--- src/rtl/pipe_pkg.sv ---
// Shared pipeline constants: writeback bundle layout and chain depth limit.
package pipe_pkg;

    localparam int ALU_W      = 32;
    localparam int MEMDATA_W  = 32;
    localparam int RW_W       = 5;
    localparam int WRCTRL_W   = 2;
    localparam int FPBUS_W    = 64;
    localparam int FPRW_W     = 5;
    localparam int FPREGWR_W  = 1;

    localparam int ALU_OFS     = 0;
    localparam int MEMDATA_OFS = ALU_OFS + ALU_W;
    localparam int RW_OFS      = MEMDATA_OFS + MEMDATA_W;
    localparam int WRCTRL_OFS  = RW_OFS + RW_W;
    localparam int FPBUS_OFS   = WRCTRL_OFS + WRCTRL_W;
    localparam int FPRW_OFS    = FPBUS_OFS + FPBUS_W;
    localparam int FPREGWR_OFS = FPRW_OFS + FPRW_W;

    localparam int WB_BUNDLE_W = FPREGWR_OFS + FPREGWR_W;  // 141
    localparam int MAX_DEPTH   = 8;

    // Field order is MSB first, so alu lands at bit 0 to match the offsets above.
    typedef struct packed {
        logic [FPREGWR_W-1:0] fpregwr;
        logic [FPRW_W-1:0]    fprw;
        logic [FPBUS_W-1:0]   fpbus;
        logic [WRCTRL_W-1:0]  wrctrl;
        logic [RW_W-1:0]      rw;
        logic [MEMDATA_W-1:0] memdata;
        logic [ALU_W-1:0]     alu;
    } wb_bundle_t;

    function automatic logic [3:0] popcount(input logic [MAX_DEPTH-1:0] v);
        logic [3:0] n;
        n = '0;
        for (int i = 0; i < MAX_DEPTH; i++) n = n + {3'b000, v[i]};
        return n;
    endfunction

endpackage

--- src/rtl/pipe_slot.sv ---
// One chain slot: a valid bit plus payload register with load enable and flush.
module pipe_slot
    import pipe_pkg::*;
#(
    parameter int WIDTH = WB_BUNDLE_W
) (
    input  logic             clk,
    input  logic             reset,
    input  logic             flush_i,
    input  logic             load_i,
    input  logic             src_valid_i,
    input  logic [WIDTH-1:0] src_data_i,
    output logic             valid_o,
    output logic [WIDTH-1:0] data_o
);

    logic             valid_q, valid_d;
    logic [WIDTH-1:0] data_q,  data_d;

    // Flush only kills the valid bit; the payload register keeps its contents.
    always_comb begin
        valid_d = valid_q;
        data_d  = data_q;
        if (flush_i) begin
            valid_d = 1'b0;
        end else if (load_i) begin
            valid_d = src_valid_i;
            data_d  = src_data_i;
        end
    end

    always_ff @(posedge clk or posedge reset) begin
        if (reset) begin
            valid_q <= 1'b0;
            data_q  <= '0;
        end else begin
            valid_q <= valid_d;
            data_q  <= data_d;
        end
    end

    assign valid_o = valid_q;
    assign data_o  = data_q;

endmodule

--- src/rtl/pipe_reg_chain.sv ---
// Elastic valid/ready register chain of DEPTH slots with flush and bubble collapse.
// Optional saturating stall counter enabled by PIPE_STALL_CNT_EN.
module pipe_reg_chain
    import pipe_pkg::*;
#(
    parameter  int WIDTH = WB_BUNDLE_W,
    parameter  int DEPTH = 1,
    localparam int OCC_W = $clog2(DEPTH + 1)
) (
    input  logic             clk,
    input  logic             reset,
    input  logic             flush,
    input  logic             in_valid,
    output logic             in_ready,
    input  logic [WIDTH-1:0] in_data,
    output logic             out_valid,
    input  logic             out_ready,
    output logic [WIDTH-1:0] out_data,
    output logic [OCC_W-1:0] occupancy
`ifdef PIPE_STALL_CNT_EN
    ,
    output logic [31:0]      stall_cnt
`endif
);

    logic [DEPTH:0]                rdy;
    logic [DEPTH-1:0]              v;
    logic [DEPTH-1:0][WIDTH-1:0]   d;
    logic [DEPTH-1:0]              src_v;
    logic [DEPTH-1:0][WIDTH-1:0]   src_d;
    logic [MAX_DEPTH-1:0]          v_ext;

    // A slot may load when it is empty or the slot ahead of it will move.
    always_comb begin
        rdy        = '0;
        rdy[DEPTH] = out_ready;
        for (int k = DEPTH - 1; k >= 0; k--) rdy[k] = !v[k] | rdy[k+1];
    end

    assign src_v[0] = in_valid;
    assign src_d[0] = in_data;

    for (genvar k = 1; k < DEPTH; k++) begin : g_src
        assign src_v[k] = v[k-1];
        assign src_d[k] = d[k-1];
    end

    for (genvar k = 0; k < DEPTH; k++) begin : g_slot
        pipe_slot #(.WIDTH(WIDTH)) u_slot (
            .clk         (clk),
            .reset       (reset),
            .flush_i     (flush),
            .load_i      (rdy[k]),
            .src_valid_i (src_v[k]),
            .src_data_i  (src_d[k]),
            .valid_o     (v[k]),
            .data_o      (d[k])
        );
    end

    assign in_ready  = rdy[0] & !flush;
    assign out_valid = v[DEPTH-1];
    assign out_data  = d[DEPTH-1];

    always_comb begin
        v_ext            = '0;
        v_ext[DEPTH-1:0] = v;
    end

    assign occupancy = OCC_W'(popcount(v_ext));

`ifdef PIPE_STALL_CNT_EN
    logic [31:0] stall_cnt_q, stall_cnt_d;

    // Saturates; flush deliberately leaves the count alone.
    always_comb begin
        stall_cnt_d = stall_cnt_q;
        if (out_valid && !out_ready && stall_cnt_q != 32'hFFFF_FFFF)
            stall_cnt_d = stall_cnt_q + 32'd1;
    end

    always_ff @(posedge clk or posedge reset) begin
        if (reset) stall_cnt_q <= '0;
        else       stall_cnt_q <= stall_cnt_d;
    end

    assign stall_cnt = stall_cnt_q;
`endif

endmodule

--- config.mk ---
export PLATFORM = sky130hd
export DESIGN_NAME = pipe_reg_chain
export DESIGN_NICKNAME = d
export VERILOG_FILES = /design/src/rtl/pipe_pkg.sv /design/src/rtl/pipe_slot.sv /design/src/rtl/pipe_reg_chain.sv
export SDC_FILE = /design/constraint.sdc
export NUM_CORES = 1
export LEC_CHECK = 0
export ABC_AREA = 1
export CORE_ASPECT_RATIO = 0.6
export CORE_UTILIZATION = 43
export DETAILED_ROUTE_END_ITERATION = 10
export GPL_TIMING_DRIVEN = 0
export PLACE_DENSITY = 0.89
export RECOVER_POWER = 25
export SLEW_MARGIN = 20
export SYNTH_ARGS = -nofsm -noshare
export SYNTH_HDL_FRONTEND = slang
export SYNTH_SLANG_ARGS = --single-unit
--- constraint.sdc ---
create_clock -name clk -period 6.95 [get_ports clk]
set_input_delay 1.39 -clock clk [delete_from_list [all_inputs] [get_ports clk]]
set_output_delay 1.39 -clock clk [all_outputs]
set_load 0.005 [all_outputs]
## Yosys cells after proc, flatten, opt, wreduce, memory -nomap -nowiden

Cells that the tools add are included.

- Output and inout port bits: 144
- Bits of input ports: 146
- Flip-flop bits (word level): 142
- Logic and storage cells: 11

- Muxes and demuxes: 2
- Bitwise operators: 3
- Reductions and logical operators: 4

Operators with widths:

| cell | count |
|---|---|
| $logic_not A1 Y1 | 2 |
| $mux W1 | 2 |
| $reduce_and A2 Y1 | 1 |
| $reduce_bool A2 Y1 | 1 |
| $and A1 B1 Y1 | 1 |
| $not A1 Y1 | 1 |
| $or A1 B1 Y1 | 1 |

## Depth between registers and ports, before layout

Gate-level depths: netlist of the first run.

- Depth in word-level cells: 4
- Mapped depth: 7

## Modules after synthesis

Synthesis of the first run repeated with hierarchy kept, for this count alone.

- Cell total of the unflattened synthesis: 622
- Area, all modules: 5,667.9 um^2

By module, submodules not included:

| module | cells each | seq. area each (um^2) | area an instance (um^2) | instances |
|---|---|---|---|---|
| pipe_slot | 618 | 3,553.4 | 5,644.2 | 1 |
| pipe_reg_chain | 4 | 0.0 | 23.8 | 1 |

## Worst setup path before layout of the first run

No wires, ideal clock.

- Kind: input -> output
- From: input port out_ready
- To: output port in_ready
- Path buffers: 2
- Stages on the path: 6
- Path slack: 3.599 ns
- Arrival: 1.961 ns
- Cell sequence: inv_1 nand2_4 nand2_4 buf_6 buf_2 inv_1

- Word-level cells in the longest chain between the ends: 2

RTL lines:

| item | line | text |
|---|---|---|
| start, declared | pipe_reg_chain.sv:17 | `input logic out_ready,` |
| $or A1 B1 Y1 | pipe_reg_chain.sv:37 | `for (int k = DEPTH - 1; k >= 0; k--) rdy[k] = !v[k] \| rdy[k+1];` |
| $and A1 B1 Y1 | pipe_reg_chain.sv:61 | `assign in_ready = rdy[0] & !flush;` |
| end, declared | pipe_reg_chain.sv:14 | `output logic in_ready,` |

No other way between the ends.

==> out/metrics.cfg, run 1 <==
[worst_setup_path]
r2r_slack_ps=5520
critPathSlowestCell=clkbuf_2
path_class=in -> async
slowest_delay_ps=1790
r2r_cells=5
r2r_end=g_slot[0].u_slot.data_o[24]
cp-start-kind=input pin
required_ps=6970
crit_fanout=95
cp_cell_sequence=dlygate4sd3_1 -> clkinvlp_2 -> clkbuf_2
crit_arrival_ps=4990
reg2reg_from=g_slot[0].u_slot.valid_o
end_kind=asynchronous set/reset pin

[die]
num_io_pins=290
initial_core_util=0.452
die_area_um2=13500
rows=31
die_h_um=90.3
die_w_um=149
fp.coreArea_um2=12400

[synth]
synth_area_leaders=dfrtp_1 64%, nand2_1 19%, nand3_1 13%
syn_area_per_cell_um2=9.03
netlist.area_leader.share=0.636
ys.warnings.count=0
syn_inst=619
ys_ff_latch=142
yosysTopAreaCell=dfrtp_1
postSynthNetCount=765
netlist-cell-type-count=12
synthesis.area_um2=5590
synth-seq-area-share=0.636

[routing]
dr.pass1.iters=5
wl_met1_um=7130
wl_met2_um=8530
wl_per_cell_um=15.9
vias=5487
dr_wl_met3_um=1510
ant_nets=0
drc=0
via_per_inst=4.96
routed_wirelength_um=17600
highest_layer=met4
first_iter_violations=206

[clocking]
cts.sinks=142
postCtsSetupRepairBufs=0
clk_latency_ps=400
hold_buffers=0
cts_buffers=17
htree_levels=4
clk_path_buf_depth=2
tritoncts=done
post_cts_resized=0
cts_root_buf=clkbuf_16
clkSlewWorstSetupHoldPaths_ps=60

[timing]
whs_ps=470
setup_viol=0
rsz0062_at_grt=no
worst_slack_ps=1980
hold_viol=0
relSlewSlack=-0.546
max_freq_mhz=201
fin_crit_sh=0.715
worst_pin_slew_ps=2320
fin_worst_skew_ps=11.3
period_needed_ps=4970
finalMaxSlewViolations=145

[flow_run]
max-cap-violations=2

[place]
port_buffers=289
dp_slack_ps=2390
dpl_cell_area_um2=8720
finalWeightedCongestion=0.830
dp_hpwl_um=13100

[final_layout]
drive_gt1_frac=0.0691
nets=1074
design_area_um2=9250
area_delta_synth_final_pct=65.6
num_antenna_cells=0

[global_route]
grt_max_degree=96
grt_pass1_vias=5556
grt_use_total=0.273
overflow=0
antenna_found_initial=0
grt_pass1_wl_um=28300

[power_and_ir_drop]
p_per_area_nw_per_um2=249
power.leakage_nw=4.48
peakVddDrop_mv=0.166

[worst_hold_path]
hold_path.class=reg -> reg
hold_depth=2
hold-path-endpoint=g_slot[0].u_slot.data_o[109]
min_from=g_slot[0].u_slot.data_o[109]

[outcome]
violations=max-capacitance violations, max-slew violations
status=complete, but fails checks

==> how the worst max path moves through the flow <==
| stage | startpoint | to | slack [ps] | depth (start not counted) |
|---|---|---|---|---|
| after global placement | reset | g_slot[0].u_slot.data_o[36] | -140 | 2 |
| final | reset | g_slot[0].u_slot.data_o[75] | 1980 | 3 |
| after detailed placement | flush | in_ready | 2390 | 7 |
| after CTS | flush | in_ready | 2390 | 7 |
| after global routing | reset | g_slot[0].u_slot.data_o[79] | 1210 | 3 |
| after floorplan | reset | g_slot[0].u_slot.data_o[0] | 1750 | 1 |
==> metal layers <==
| layer | track usage | vias to the layer above |
|---|---|---|
| met5 | 0 | - |
| met3 | 0.0869 | 29 |
| met2 | 0.444 | 217 |
| li1 | - | 2595 |
| met4 | 0.0995 | 0 |
| met1 | 0.340 | 2646 |
==> flip-flops by register name (all words and copies together) (netlist names) <==
register	cells
g_slot.u_slot.valid_o	1
g_slot.u_slot.data_o	141
==> where the power goes <==
| group | leakage [nW] | internal (mW) | switching (mW) | total (mW) |
|---|---|---|---|---|
| clock | 0.261 | 0.484 | 0.366 | 0.850 |
| combinational | 2.48 | 0.286 | 0.189 | 0.475 |
| sequential | 1.74 | 0.922 | 0.0529 | 0.975 |
| total | 4.48 | 1.69 | 0.608 | 2.30 |
==> worst max-delay path: cells and delay by family <==
family	cells	cell delay (ps)
buffers and inverters	3	3500
==> synthesized netlist by cell type <==
| cell | count |
|---|---|
| nand2_1 | 283 |
| dfrtp_1 | 142 |
| nand3_1 | 141 |
| buf_2 | 25 |
| buf_1 | 11 |
| clkbuf_1 | 6 |
| buf_4 | 3 |
| inv_1 | 3 |
| nand2_4 | 2 |
| buf_6 | 1 |
| inv_2 | 1 |
| o21ai_0 | 1 |
==> cell usage in the layout (no fill, tap or decap), types with 3 or more instances in the layout <==
cell type        netlist  final
buf_1                 11     11
clkbuf_1               6      7
nand3_1              141    141
buf_4                  3      3
clkinvlp_4             0      4
dfrtp_1              142    142
clkdlybuf4s50_1        0    288
clkbuf_16              0     17
buf_2                 25     25
inv_6                  0      6
nand2_1              283    283
==> metrics by stage <==
stage	TNS (ps)	std cells	utilization	power (mW)
after floorplan	0	619	-	1.13
after global placement	-18760	1073	0.702	1.45
after detailed placement	0	1074	0.705	1.47
after CTS	0	1106	0.750	2.32
after global routing	0	1106	0.747	2.40
final	0	1106	0.747	2.30
==> logic make-up (layout without fill, tap and decap cells) <==
| group | Yosys count | count (layout) | synth area share |
|---|---|---|---|
| AOI/OAI and AO/OA | 1 | 1 | 0.000895 |
| buffers and inverters | 50 | 372 | 0.0426 |
| DFF | 142 | 142 | 0.636 |
| and+or+nand+nor | 426 | 426 | 0.320 |
==> cell type report <==
type | instances | area, µm²
multi-input cells | 427 | 1800
flip-flops and latches | 142 | 3550
clock inverters | 12 | 100
inverters | 4 | 16.3
fillers | 858 | 3120
clock buffers | 20 | 457
repair buffers | 290 | 2900
plain buffers | 46 | 223
well taps | 165 | 206
No activity file was read; power rests on OpenSTA's default activity.
==> inputs of run 2 (changes only) <==
CORE_UTILIZATION = 40   (was 43)
PLACE_DENSITY = 0.84   (was 0.89)
clock period = 5 ns   (was 6.95 ns; I/O delays follow)
==> out/metrics.cfg, run 2 (synthesis results as in run 1) <==
[outcome]
status=complete, but fails checks  ; unchanged
violations=max-capacitance violations, max-slew violations  ; unchanged

[clocking]
post_cts_resized=0  ; unchanged
clk_path_buf_depth=2  ; unchanged
postCtsSetupRepairBufs=0  ; unchanged
clkSlewWorstSetupHoldPaths_ps=60  ; about the same
cts_buffers=17  ; unchanged
tritoncts=done  ; unchanged
cts.sinks=142  ; unchanged
clk_latency_ps=400  ; about the same
hold_buffers=0  ; unchanged
cts_root_buf=clkbuf_16  ; unchanged
htree_levels=4  ; unchanged

[final_layout]
final_common_cell=clkdlybuf4s50_1  ; unchanged
largest_register_ffs=141  ; unchanged
nFillCells=1073  ; was 858
final_cell_mix=288 x clkdlybuf4s50_1, 283 x nand2_1, 142 x dfrtp_1, 141 x nand3_1, 25 x buf_2  ; unchanged
area_delta_synth_final_pct=66.9  ; was 65.6%
num_antenna_cells=0  ; unchanged
nets=1074  ; unchanged
drive_gt1_frac=0.0670  ; was 0.0691
final_util=0.684  ; was 0.747

[die]
num_io_pins=290  ; unchanged
fp.coreArea_um2=13600  ; was 12400 µm²
die_w_um=155  ; was 149 µm
initial_core_util=0.410  ; was 0.452
die_area_um2=14500  ; was 13500 µm²
rows=33  ; was 31
die_h_um=93.5  ; was 90.3 µm

[timing]
setup_viol=0  ; unchanged
rsz0062_at_grt=no  ; unchanged
hold_viol=0  ; unchanged
relSlewSlack=-1.06  ; was -0.546
finalMaxSlewViolations=69  ; was 145
worst_pin_slew_ps=3080  ; was 2320 ps
fin_worst_skew_ps=6.65  ; was 11.3 ps
fin_crit_sh=0.741
max_freq_mhz=270
period_needed_ps=3700
setup_tns_ps=0  ; unchanged

[global_route]
grt_use_total=0.242  ; was 0.273
overflow=0  ; unchanged
antenna_found_initial=0  ; unchanged
grt_pass1_wl_um=27000  ; was 28300 µm
grt_max_degree=75  ; was 96
grt_pass1_vias=5332  ; was 5556

[worst_setup_path]
path_class=in -> out  ; was in -> async
r2r_slack_ps=3550  ; was 5520 ps
crit_top_cell=clkdlybuf4s50_1
r2r_end=g_slot[0].u_slot.data_o[25]  ; was g_slot[0].u_slot.data_o[24]
slowest_delay_ps=490  ; was 1790 ps
crit_path_start=flush  ; was reset
cp-start-kind=input pin  ; unchanged
r2r_cells=5  ; unchanged
reg2reg_from=g_slot[0].u_slot.valid_o  ; unchanged
crit_arrival_ps=2700  ; was 4990 ps
crit_family=buffers and inverters  ; unchanged
critPathSlowestCell=clkdlybuf4s50_1  ; was clkbuf_2
crit_buf_inv=6  ; was 3
required_ps=4000  ; was 6970 ps
cp_cell_sequence=clkdlybuf4s50_1 -> inv_2 -> nand2_4 -> buf_6 -> buf_2 -> inv_1 -> clkdlybuf4s50_1  ; was dlygate4sd3_1 -> clkinvlp_2 -> clkbuf_2
end_kind=primary output  ; was asynchronous set/reset pin
crit_fanout=10  ; was 95

[routing]
ant_nets=0  ; unchanged
dr.pass1.iters=6  ; was 5
wl_met1_um=7520  ; was 7130 µm
first_iter_violations=307  ; was 206
wl_per_cell_um=15.5  ; was 15.9 µm
drc=0  ; unchanged
dr_wl_met3_um=1380  ; was 1510 µm
routed_wirelength_um=17300  ; was 17600 µm
wl_met2_um=8210  ; was 8530 µm
highest_layer=met4  ; unchanged
vias=5427  ; was 5487
via_per_inst=4.86  ; was 4.96

[power_and_ir_drop]
peakVddDrop_mv=0.196  ; was 0.166 mV
p_per_area_nw_per_um2=353  ; was 249 nW/µm²
power.leakage_nw=4.50  ; was 4.48 nW

[place]
dp_hpwl_um=12900  ; was 13100 µm
port_buffers=289  ; unchanged
finalWeightedCongestion=0.802  ; was 0.830

[flow_run]
max-cap-violations=1  ; was 2

[worst_hold_path]
hold-path-endpoint=g_slot[0].u_slot.data_o[117]  ; was g_slot[0].u_slot.data_o[109]
hold_depth=2  ; unchanged
min_from=g_slot[0].u_slot.data_o[117]  ; was g_slot[0].u_slot.data_o[109]
hold_path.class=reg -> reg  ; unchanged

-- run 2: changes by cell type in the layout (fill, tap and decap cells not counted) --
cell       delta
clkbuf_1      +2
clkinv_4      -1
inv_6         -3
buf_16        +1
bufinv_16     +3
clkbuf_2      -1
clkbuf_8      -2
clkinv_2      +1
-- run 2: worst max path at each step --
stage                                  endpoint  slack, ps  depth (start not counted)
floorplan            g_slot[0].u_slot.data_o[0]        190                          1
global placement    g_slot[0].u_slot.data_o[62]      -1790                          2
global route        g_slot[0].u_slot.data_o[61]       1170                          2
detailed placement                     in_ready       1300                          7
CTS                                    in_ready       1290                          7
finish                                 in_ready       1300                          7
-- run 2: worst reg2reg max path, delay by kind of cell (launching register included) --
kind,cells,cell delay [ps]
buffers and inverters,1,430
DFF,1,460
and+or+nand+nor,4,500
-- run 2: area by class of cell --
| class | count | area, µm² | share of cell area |
|---|---|---|---|
| sequential | 142 | 3550 | 0.381 |
| timing repair buffer | 290 | 2920 | 0.313 |
| multi-input combinational | 427 | 1800 | 0.193 |
| clock buffer | 20 | 437 | 0.0468 |
| buffer | 46 | 223 | 0.0239 |
| tap | 175 | 219 | 0.0235 |
| clock inverter | 12 | 160 | 0.0172 |
| inverter | 4 | 16.3 | 0.00174 |
-- run 2: through the flow --
| stage | power (mW) | hold WS, ps | area [µm²] | setup slack, ps | cells |
|---|---|---|---|---|---|
| floorplan | 1.57 | 464 | 5590 | 190 | 619 |
| global placement | 2.02 | 452 | 8700 | -1790 | 1083 |
| detailed placement | 2.04 | 458 | 8730 | 1300 | 1084 |
| CTS | 3.33 | 472 | 9330 | 1290 | 1116 |
| global route | 3.44 | 482 | 9320 | 1170 | 1116 |
| finish | 3.29 | 468 | 9320 | 1300 | 1116 |
-- run 2: report_power, final --
part / internal (mW) / total (mW) / switching [mW]
Sequential: 1.28 / 1.36 / 0.0735
Clock: 0.790 / 1.27 / 0.485
Combinational: 0.400 / 0.662 / 0.262
Total: 2.47 / 3.29 / 0.820
-- run 2: per-layer routing --
metal  global-route usage  vias up
met5                    0        -
met4               0.0611        0
met3               0.0746       17
met2                0.397      180
met1                0.313     2631
li1                     -     2599
